### config.mk
export PLATFORM = sky130hd
export DESIGN_NAME = adpll_gear_ctrl_flat
export DESIGN_NICKNAME = d
export VERILOG_FILES = /design/src/rtl/adpll_gear_ctrl_if.sv /design/src/rtl/adpll_gear_ctrl.sv /design/src/flat_wrapper.sv
export SDC_FILE = /design/constraint.sdc
export NUM_CORES = 1
export LEC_CHECK = 0
export ABC_AREA = 0
export BUFFER_PORTS_ARGS = -buffer_cell sky130_fd_sc_hd__buf_2
export CORE_MARGIN = 3
export CORE_UTILIZATION = 56
export CTS_CLUSTER_DIAMETER = 150
export CTS_CLUSTER_SIZE = 10
export DETAILED_ROUTE_END_ITERATION = 16
export PLACE_DENSITY_LB_ADDON = 0.15
export SYNTH_ARGS = -nofsm -noshare
export SYNTH_HDL_FRONTEND = slang
export SYNTH_SLANG_ARGS = --single-unit
### constraint.sdc
create_clock -name fpga_clk_i -period 4.2 [get_ports fpga_clk_i]
set_input_delay 0 -clock fpga_clk_i [delete_from_list [all_inputs] [get_ports fpga_clk_i]]
set_output_delay 0 -clock fpga_clk_i [all_outputs]
set_load 0.01 [all_outputs]
### src/rtl/adpll_gear_ctrl_if.sv
// ADPLL gear controller bus: run request, reference clock, phase error in;
// loop enable, gains and lock/fault status out.
interface adpll_gear_ctrl_if #(
  parameter int ERROR_WIDTH = 8,
  parameter int KP_WIDTH    = 3,
  parameter int KI_WIDTH    = 4
);
  logic                          start_i;
  logic                          ref_clk_i;
  logic signed [ERROR_WIDTH-1:0] error_i;
  logic                          enable_o;
  logic [KP_WIDTH-1:0]           kp_o;
  logic [KI_WIDTH-1:0]           ki_o;
  logic                          locked_o;
  logic                          lock_lost_o;
  logic                          fault_o;
  logic [2:0]                    state_o;

  modport master (
    output start_i, ref_clk_i, error_i,
    input  enable_o, kp_o, ki_o, locked_o,
    input  lock_lost_o, fault_o, state_o
  );

  modport slave (
    input  start_i, ref_clk_i, error_i,
    output enable_o, kp_o, ki_o, locked_o,
    output lock_lost_o, fault_o, state_o
  );
endinterface

### src/rtl/adpll_gear_ctrl.sv
// ADPLL gear-shift controller: coarse/fine gain scheduling and lock detect.
// Define ADPLL_GEAR_TIMEOUT_EN to add the acquisition timeout / FAULT state.
module adpll_gear_ctrl #(
  parameter int                 ERROR_WIDTH   = 8,
  parameter int                 KP_WIDTH      = 3,
  parameter int                 KI_WIDTH      = 4,
  parameter logic [KP_WIDTH-1:0] KP_COARSE    = 3'b100,
  parameter logic [KI_WIDTH-1:0] KI_COARSE    = 4'b0100,
  parameter logic [KP_WIDTH-1:0] KP_FINE      = 3'b010,
  parameter logic [KI_WIDTH-1:0] KI_FINE      = 4'b0001,
  parameter int                 COARSE_THRESH = 8,
  parameter int                 LOCK_THRESH   = 2,
  parameter int                 FINE_COUNT    = 8,
  parameter int                 LOCK_COUNT    = 16,
  parameter int                 UNLOCK_COUNT  = 4,
  parameter int                 TIMEOUT_COUNT = 1024
) (
  input logic               fpga_clk_i,
  input logic               reset_n_i,
  adpll_gear_ctrl_if.slave  bus
);

  localparam int EW = ERROR_WIDTH;
  localparam int RM0 = (FINE_COUNT > LOCK_COUNT) ? FINE_COUNT : LOCK_COUNT;
  localparam int RUN_MAX = (RM0 > UNLOCK_COUNT) ? RM0 : UNLOCK_COUNT;
  localparam int RW = $clog2(RUN_MAX + 1);

  localparam logic [EW-1:0] ERR_MIN = {1'b1, {(EW-1){1'b0}}};
  localparam logic [EW-1:0] ERR_MAX = {1'b0, {(EW-1){1'b1}}};
  localparam logic [EW-1:0] C_TH = EW'(COARSE_THRESH);
  localparam logic [EW-1:0] L_TH = EW'(LOCK_THRESH);
  localparam logic [RW-1:0] RUN_SAT = RW'(RUN_MAX);
  localparam logic [RW-1:0] FINE_N = RW'(FINE_COUNT);
  localparam logic [RW-1:0] LOCK_N = RW'(LOCK_COUNT);
  localparam logic [RW-1:0] UNLK_N = RW'(UNLOCK_COUNT);

  typedef enum logic [2:0] {
    S_IDLE   = 3'd0,
    S_COARSE = 3'd1,
    S_FINE   = 3'd2,
    S_LOCKED = 3'd3
`ifdef ADPLL_GEAR_TIMEOUT_EN
    , S_FAULT = 3'd4
`endif
  } state_e;

  state_e          state_q, state_d;
  logic [RW-1:0]   run_q, run_d, run_inc;
  logic            lost_d;
  logic [2:0]      ref_sync;
  logic            strobe;
  logic [EW-1:0]   err_raw, err_neg, abs_err;
  logic            in_coarse, in_lock;

  logic                en_d, lk_d, ft_d;
  logic [KP_WIDTH-1:0] kp_d;
  logic [KI_WIDTH-1:0] ki_d;
  logic                en_q, lk_q, ft_q, lost_q;
  logic [KP_WIDTH-1:0] kp_q;
  logic [KI_WIDTH-1:0] ki_q;

  // Two sync flops, third flop for edge detect, registered strobe.
  always_ff @(posedge fpga_clk_i or negedge reset_n_i) begin
    if (!reset_n_i) begin
      ref_sync <= '0;
      strobe   <= 1'b0;
    end else begin
      ref_sync <= {ref_sync[1:0], bus.ref_clk_i};
      strobe   <= ref_sync[1] & ~ref_sync[2];
    end
  end

  assign err_raw = bus.error_i;
  assign err_neg = -err_raw;

  always_comb begin
    abs_err = err_raw;
    if (err_raw[EW-1]) begin
      abs_err = (err_raw == ERR_MIN) ? ERR_MAX : err_neg;
    end
  end

  assign in_coarse = (abs_err <= C_TH);
  assign in_lock   = (abs_err <= L_TH);
  assign run_inc   = (run_q == RUN_SAT) ? run_q : run_q + 1'b1;

`ifdef ADPLL_GEAR_TIMEOUT_EN
  localparam int TW = $clog2(TIMEOUT_COUNT + 1);
  localparam logic [TW-1:0] TO_N = TW'(TIMEOUT_COUNT);
  logic [TW-1:0] to_q, to_d, to_inc;
  logic          acq;

  assign acq    = (state_q == S_COARSE) || (state_q == S_FINE);
  assign to_inc = (to_q == TO_N) ? to_q : to_q + 1'b1;

  always_comb begin
    to_d = '0;
    if (acq) to_d = strobe ? to_inc : to_q;
  end

  always_ff @(posedge fpga_clk_i or negedge reset_n_i) begin
    if (!reset_n_i) to_q <= '0;
    else            to_q <= to_d;
  end
`endif

  always_ff @(posedge fpga_clk_i or negedge reset_n_i) begin
    if (!reset_n_i) begin
      state_q <= S_IDLE;
      run_q   <= '0;
    end else begin
      state_q <= state_d;
      run_q   <= run_d;
    end
  end

  always_comb begin
    state_d = state_q;
    run_d   = run_q;
    lost_d  = 1'b0;
    if (!bus.start_i) begin
      state_d = S_IDLE;
    end else begin
      unique case (1'b1)
        (state_q == S_IDLE): state_d = S_COARSE;
        (state_q == S_COARSE): if (strobe) begin
          if (!in_coarse)            run_d = '0;
          else if (run_inc == FINE_N) state_d = S_FINE;
          else                       run_d = run_inc;
        end
        (state_q == S_FINE): if (strobe) begin
          if (in_lock) begin
            if (run_inc == LOCK_N) state_d = S_LOCKED;
            else                   run_d = run_inc;
          end else if (!in_coarse) begin
            state_d = S_COARSE;
          end else begin
            run_d = '0;
          end
        end
        (state_q == S_LOCKED): if (strobe) begin
          if (in_lock) begin
            run_d = '0;
          end else if (run_inc == UNLK_N) begin
            state_d = S_COARSE;
            lost_d  = 1'b1;
          end else begin
            run_d = run_inc;
          end
        end
        default: state_d = state_q;
      endcase
`ifdef ADPLL_GEAR_TIMEOUT_EN
      if (acq && strobe && to_inc == TO_N) begin
        state_d = S_FAULT;
        lost_d  = 1'b0;
      end
`endif
    end
    if (state_d != state_q) run_d = '0;
  end

  // Moore decode of the next state, registered alongside state_q.
  always_comb begin
    en_d = 1'b0;
    lk_d = 1'b0;
    ft_d = 1'b0;
    kp_d = KP_FINE;
    ki_d = KI_FINE;
    unique case (1'b1)
      (state_d == S_COARSE): begin
        en_d = 1'b1;
        kp_d = KP_COARSE;
        ki_d = KI_COARSE;
      end
      (state_d == S_FINE):   en_d = 1'b1;
      (state_d == S_LOCKED): begin
        en_d = 1'b1;
        lk_d = 1'b1;
      end
`ifdef ADPLL_GEAR_TIMEOUT_EN
      (state_d == S_FAULT):  ft_d = 1'b1;
`endif
      default: en_d = 1'b0;
    endcase
  end

  always_ff @(posedge fpga_clk_i or negedge reset_n_i) begin
    if (!reset_n_i) begin
      en_q   <= 1'b0;
      lk_q   <= 1'b0;
      ft_q   <= 1'b0;
      lost_q <= 1'b0;
      kp_q   <= KP_FINE;
      ki_q   <= KI_FINE;
    end else begin
      en_q   <= en_d;
      lk_q   <= lk_d;
      ft_q   <= ft_d;
      lost_q <= lost_d;
      kp_q   <= kp_d;
      ki_q   <= ki_d;
    end
  end

  assign bus.enable_o    = en_q;
  assign bus.locked_o    = lk_q;
  assign bus.lock_lost_o = lost_q;
  assign bus.kp_o        = kp_q;
  assign bus.ki_o        = ki_q;
  assign bus.state_o     = state_q;
`ifdef ADPLL_GEAR_TIMEOUT_EN
  assign bus.fault_o     = ft_q;
`else
  assign bus.fault_o     = 1'b0;
`endif

endmodule

### src/flat_wrapper.sv
// flat-port wrapper written by rule: the top's interface ports become plain ports
module adpll_gear_ctrl_flat 
#(
  parameter int                 ERROR_WIDTH   = 8,
  parameter int                 KP_WIDTH      = 3,
  parameter int                 KI_WIDTH      = 4,
  parameter logic [KP_WIDTH-1:0] KP_COARSE    = 3'b100,
  parameter logic [KI_WIDTH-1:0] KI_COARSE    = 4'b0100,
  parameter logic [KP_WIDTH-1:0] KP_FINE      = 3'b010,
  parameter logic [KI_WIDTH-1:0] KI_FINE      = 4'b0001,
  parameter int                 COARSE_THRESH = 8,
  parameter int                 LOCK_THRESH   = 2,
  parameter int                 FINE_COUNT    = 8,
  parameter int                 LOCK_COUNT    = 16,
  parameter int                 UNLOCK_COUNT  = 4,
  parameter int                 TIMEOUT_COUNT = 1024
)
  (fpga_clk_i, reset_n_i, bus_start_i, bus_ref_clk_i, bus_error_i, bus_enable_o, bus_kp_o, bus_ki_o, bus_locked_o, bus_lock_lost_o, bus_fault_o, bus_state_o);
  adpll_gear_ctrl_if #(.ERROR_WIDTH(ERROR_WIDTH), .KP_WIDTH(KP_WIDTH), .KI_WIDTH(KI_WIDTH)) bus_i ();
  input logic fpga_clk_i;
  input logic reset_n_i;
  input wire logic [$bits(bus_i.start_i)-1:0] bus_start_i;
  input wire logic [$bits(bus_i.ref_clk_i)-1:0] bus_ref_clk_i;
  input wire logic [$bits(bus_i.error_i)-1:0] bus_error_i;
  output wire logic [$bits(bus_i.enable_o)-1:0] bus_enable_o;
  output wire logic [$bits(bus_i.kp_o)-1:0] bus_kp_o;
  output wire logic [$bits(bus_i.ki_o)-1:0] bus_ki_o;
  output wire logic [$bits(bus_i.locked_o)-1:0] bus_locked_o;
  output wire logic [$bits(bus_i.lock_lost_o)-1:0] bus_lock_lost_o;
  output wire logic [$bits(bus_i.fault_o)-1:0] bus_fault_o;
  output wire logic [$bits(bus_i.state_o)-1:0] bus_state_o;
  assign bus_i.start_i = bus_start_i;
  assign bus_i.ref_clk_i = bus_ref_clk_i;
  assign bus_i.error_i = bus_error_i;
  assign bus_enable_o = bus_i.enable_o;
  assign bus_kp_o = bus_i.kp_o;
  assign bus_ki_o = bus_i.ki_o;
  assign bus_locked_o = bus_i.locked_o;
  assign bus_lock_lost_o = bus_i.lock_lost_o;
  assign bus_fault_o = bus_i.fault_o;
  assign bus_state_o = bus_i.state_o;
  adpll_gear_ctrl #(.ERROR_WIDTH(ERROR_WIDTH), .KP_WIDTH(KP_WIDTH), .KI_WIDTH(KI_WIDTH), .KP_COARSE(KP_COARSE), .KI_COARSE(KI_COARSE), .KP_FINE(KP_FINE), .KI_FINE(KI_FINE), .COARSE_THRESH(COARSE_THRESH), .LOCK_THRESH(LOCK_THRESH), .FINE_COUNT(FINE_COUNT), .LOCK_COUNT(LOCK_COUNT), .UNLOCK_COUNT(UNLOCK_COUNT), .TIMEOUT_COUNT(TIMEOUT_COUNT)) u_core (.fpga_clk_i(fpga_clk_i), .reset_n_i(reset_n_i), .bus(bus_i));
endmodule
# Word-level counts from Yosys, hierarchy flattened

Cells that the tools add are included.

Register bits after elaboration: 21
Input bits: 12
Logic and storage cells: 76

Add/subtract/negate cells: 2
$lt $le $gt $ge: 2
Equality and inequality tests: 19
Multiplexer cells: 37
Bitwise gates (word level): 2
Reductions and logical operators: 5

Operator list:

| kind                                                                              | count |
|---|---|
| 5-bit 2-to-1 mux                                                                  | 13 |
| 3-bit 2-to-1 mux                                                                  | 13 |
| 8-bit 2-to-1 mux                                                                  | 2 |
| 5-bit case mux with 3 select lines                                                | 1 |
| 3-bit by 2-bit == test with 1-bit output (second input constant)                  | 4 |
| 3-bit case mux with 4 select lines                                                | 1 |
| 5-bit == test (second input constant)                                             | 2 |
| 3-bit by 2-bit inequality test with 1-bit output (second input constant)          | 3 |
| 9-bit AND reduction                                                               | 1 |
| 8-bit == test (second input constant)                                             | 1 |
| 8-bit by 2-bit less-or-equal comparator with 1-bit output (second input constant) | 1 |
| 8-bit by 4-bit less-or-equal comparator with 1-bit output (second input constant) | 1 |
| 4-bit inequality test (second input constant)                                     | 2 |
| 8-bit negator                                                                     | 1 |
| 1-bit 2-to-1 mux                                                                  | 7 |
| 3-bit by 1-bit == test with 1-bit output (second input constant)                  | 2 |
| 5-bit by 1-bit adder with 5-bit output (second input constant)                    | 1 |
| 5-bit by 3-bit == test with 1-bit output (second input constant)                  | 1 |
| 5-bit by 4-bit == test with 1-bit output (second input constant)                  | 1 |
| 4-bit by 2-bit inequality test with 1-bit output (second input constant)          | 1 |
| 4-bit by 3-bit inequality test with 1-bit output (second input constant)          | 1 |
| 4-bit nonzero test                                                                | 1 |
| 3-bit logical NOT                                                                 | 1 |
| 3-bit inequality test                                                             | 1 |
| 4 further kinds                                                                   | 4 |

# Longest topological paths before layout

Depth after elaboration: 12
Gate-level depth with buffers: 10

# Worst setup path before layout

Ideal clock, no wire load.

Path kind: reg-to-reg
From: reg u_core.run_q[0]
To: reg u_core.run_q[2]
Data arrival time: 2.614 ns
Data required time: 4.133 ns
Slack: 1.519 ns
Cell stages (with the launch flop): 10
Path through: dfrtp_1 > inv_1 > ha_1 > and4bb_1 > mux2i_1 > or4b_4 > o311a_4 > o31ai_4 > or2_4 > a41o_1

Word-level cells in the longest chain between the ends: 11

Ends and longest elaborated chain:

| element                                                                 | RTL line                                                               | text |
|---|---|---|
| from (decl)                                                             | adpll_gear_ctrl.sv:48                                                  | `logic [RW-1:0] run_q, run_d, run_inc;` |
| from (signal assigned)                                                  | adpll_gear_ctrl.sv:113                                                 | `run_q <= run_d;` |
| 5-bit by 1-bit adder with 5-bit output or 5-bit == test (tied branches) | adpll_gear_ctrl.sv:85                                                  | `assign run_inc = (run_q == RUN_SAT) ? run_q : run_q + 1'b1;` |
| 5-bit 2-to-1 mux *                                                      | adpll_gear_ctrl.sv:85                                                  |  |
| 5-bit by 3-bit == test with 1-bit output (tied with other cells)        | adpll_gear_ctrl.sv:144                                                 | `end else if (run_inc == UNLK_N) begin` |
| 3-bit 2-to-1 mux (on tied branches)                                     | adpll_gear_ctrl.sv:144, adpll_gear_ctrl.sv:128, adpll_gear_ctrl.sv:133 |  |
| 3-bit 2-to-1 mux (on tied branches)                                     | adpll_gear_ctrl.sv:142, adpll_gear_ctrl.sv:127, adpll_gear_ctrl.sv:132 |  |
| 3-bit 2-to-1 mux (on tied branches)                                     | adpll_gear_ctrl.sv:141, adpll_gear_ctrl.sv:126, adpll_gear_ctrl.sv:131 |  |
| 3-bit case mux with 4 select lines                                      | adpll_gear_ctrl.sv:124                                                 | `unique case (1'b1)` |
| 3-bit 2-to-1 mux                                                        | adpll_gear_ctrl.sv:121                                                 | `if (!bus.start_i) begin` |
| 3-bit inequality test                                                   | adpll_gear_ctrl.sv:160                                                 | `if (state_d != state_q) run_d = '0;` |
| 4-bit inequality test (no source line) (tied with other cells)          | -                                                                      |  |
| 9-bit AND reduction (no source line)                                    | -                                                                      |  |

Mark *: on every way between the ends. The rest lies on a longest branch, timed or not. The select of a mux whose other input is x is not followed.
A chain may end at the register's enable or synchronous reset.

# Worst setup path after layout

From: reg u_core.run_q[0]
To: reg u_core.run_q[4]

Same word-level chain as after synthesis.

==> results.py <==
metrics = {
    "synthesis": {
        "synth-main-ff-cell": "dfrtp_1",
        "synth.cell_area_sq_um": 1349,
        "yosys.area.top_type_share_pct": 29.68,
        "async_flop_share_pct": 100.0,
        "ys_ff_latch": 17,
        "syn_inst": 148,
        "syn_avg_cell_area_sq_um": 9.113,
        "synth_commonest_cells": "dfrtp_1, inv_1, nand2_1",
        "synth_edf_count": 0,
        "seq_area_frac_synth_pct": 31.63,
        "synth.distinct_cells": 56,
        "synth.area.top_cells": "dfrtp_1, buf_4, ha_1",
        "yosys.area.top_type": "dfrtp_1",
        "synth.most_common_cell": "dfrtp_1",
        "yosysWarnings": 0,
    },
    "routing": {
        "vias_per_cell": 6.005,
        "wl_per_cell_um": 15.33,
        "dr.pass1.iters": 4,
        "first_iter_violations": 57,
        "drc": 0,
        "wirelength_mm": 2.990,
        "antenna_left": 0,
        "via_count": 1171,
    },
    "cts": {
        "cts_made_buffers": 3,
        "root_buffer": "clkbuf_4",
        "htree_levels": 1,
        "clk_latency_ps": 280,
        "clock_path_buffers": 2,
        "clock_sinks": 17,
        "cts.clk_slew.worst_paths_ps": 90,
        "cts_tree": "yes",
    },
    "floorplanning": {
        "fp-row-count": 17,
        "core_area_sq_um": 2255,
        "die_area_sq_um": 3033,
        "die_x_um": 55.08,
        "die_h_um": 55.08,
        "start_util_pct": 59.82,
        "num_io_pins": 26,
    },
    "worst_setup_path": {
        "crit_buf_inv": 1,
        "r2r_start": "u_core.run_q[0]",
        "crit_start": "u_core.run_q[0]",
        "cp-end-kind": "flop",
        "cp-start-kind": "flop",
        "crit_family": "simple AND/OR/NAND/NOR gates",
        "crit_slowest_cell": "nor4_1",
        "crit_chain": "inv_1 > ha_1 > and4bb_1 > mux2i_1 > nor4_1 > a211oi_1 > nor3_1 > o31ai_4 > or2_4 > a41o_1",
        "crit_fanout": 7,
        "crit_type": "flop to flop",
        "max_stage_delay_ps": 620,
        "critical_path_arrival_ps": 3260,
        "worstPathRequired_ps": 4380,
    },
    "layout": {
        "stdcell_count": 195,
        "diodes": 0,
        "final_nets": 183,
        "area_growth_pct": 9.462,
        "post-route-util_pct": 65.48,
        "area.sequential_sq_um": 426.7,
        "multi_input_area_sq_um": 824.5,
        "drive_above_1_share_pct": 22.16,
        "fillers": 209,
    },
    "placement": {
        "place_inst": 189,
        "globalplace.congestion": 0.8716,
        "port_buffers": 21,
        "dp_hpwl_mm": 2.262,
    },
    "timing": {
        "max_freq_mhz": 324.2,
        "fin_setup_tns_ps": 0,
        "tightest_slew_ps": 650.0,
        "rsz0062_at_grt": "no",
        "period_minus_slack_ps": 3085,
        "slew_headroom_pct": 56.27,
        "slew_viol_final": 0,
        "finalCritPeriodShare_pct": 73.44,
        "finClkSkew_ps": 1.667,
        "final_hold_viol_count": 0,
        "setup_violations": 0,
    },
    "status": {
        "status": "finished, final reports clean",
    },
    "power_and_ir_drop": {
        "p_leak_uw": 0.0006616,
        "peakVddDrop_mv": 0.3160,
        "power_density_nw_per_um2": 213.7,
        "p_total_uw": 315.5,
    },
    "grt": {
        "overflow": 0,
        "first_global_vias": 1006,
        "grt_pass1_wl_mm": 4.623,
        "grt.total_usage_pct": 20.94,
        "antenna_found_initial": 0,
        "grt_max_degree": 18,
    },
    "min_path": {
        "hold_path.startpoint": "bus_start_i",
        "hold_path_class": "input pin to flop",
    },
    "flow_run": {
        "maxCapViolations": 0,
    },
}
## per-layer routing
metal	part of all wire (%)	global-route usage (%)
met2	45	32.09
met4	0	2.024
met1	48	30.25
met3	6.5	5.898
met5	0	0
## placed cells by master (no fill, tap or decap), drive strengths merged, types with 3 or more instances in the layout
cell,count
dfrtp,16
or2,3
inv,10
o311ai,3
nor2b,3
xnor2,3
a21oi,4
nand2b,4
nand2,9
nor4,4
conb,4
a41o,3
nand3,7
clkbuf,3
ha,3
nor2,8
nor3,6
o21ai,4
buf,21
o31ai,4
a31oi,3
## cell type report
| class | count | share of cell area (%) |
|---|---|---|
| Multi-Input combinational cell | 113 | 55.85 |
| Sequential cell | 17 | 28.90 |
| Timing Repair Buffer | 23 | 8.475 |
| Inverter | 10 | 2.542 |
| Tap cell | 28 | 2.373 |
| Clock buffer | 3 | 1.525 |
| Clock inverter | 1 | 0.3390 |
## sequential cells by signal, indices dropped and copies added (netlist names)
signal                  count
u_core.bus.state_o          3
u_core.bus.enable_o         1
u_core.bus.kp_o             2
u_core.bus.locked_o         1
u_core.strobe               1
u_core.ref_sync             3
u_core.run_q                5
u_core.bus.lock_lost_o      1
## logic make-up after synthesis
group / synth area share (%)
compound gates: 27.09
mux: 1.484
xor+xnor: 3.247
other cells: 0.2780
flops: 31.63
fa+ha+maj: 2.783
simple gates: 25.42
buf+inv: 8.070
## report_power, final
group | total (uW) | internal (uW) | leakage (uW) | switching [uW]
Sequential | 172 | 168 | 0.000219 | 4.31
Clock | 83.9 | 35.4 | 0.0000177 | 48.5
Combinational | 59.4 | 23.4 | 0.000425 | 36.0
Total | 316 | 227 | 0.000662 | 88.8
## what timing repair did
item,4_1_cts,5_1_grt
hold endpoints to repair,18,0
gates resized for setup,0,0
buffers inserted,0,0
hold buffers,2,0
endpoints found under the setup margin,0,0
## stage by stage
step	hold WS, ps	setup slack, ps	area, sq um
3_3_place_gp	-77.61	1252	1429
4_1_cts	19.68	1213	1476
6_report	36.39	1115	1476
3_5_place_dp	-68.26	1245	1429
2_1_floorplan	-295.6	1519	1360
5_1_grt	54.02	930.1	1476
## path summary, 6_finish.rpt
path,end,slack [ps],cells after the start
max,u_core.run_q[4],1120,10
min,u_core.bus.lock_lost_o,40,3
max reg2reg,u_core.run_q[4],1120,10
min reg2reg,u_core.ref_sync[1],370,0
max in group asynchronous,u_core.bus.kp_o[1],3750,2
min in group asynchronous,u_core.run_q[3],150,2
## tightest hold or removal path, stage by stage
cell	delay, ps
buf_2	140
nand3_1	90
nor4_1	50
No activity file was read; power rests on OpenSTA's default activity.
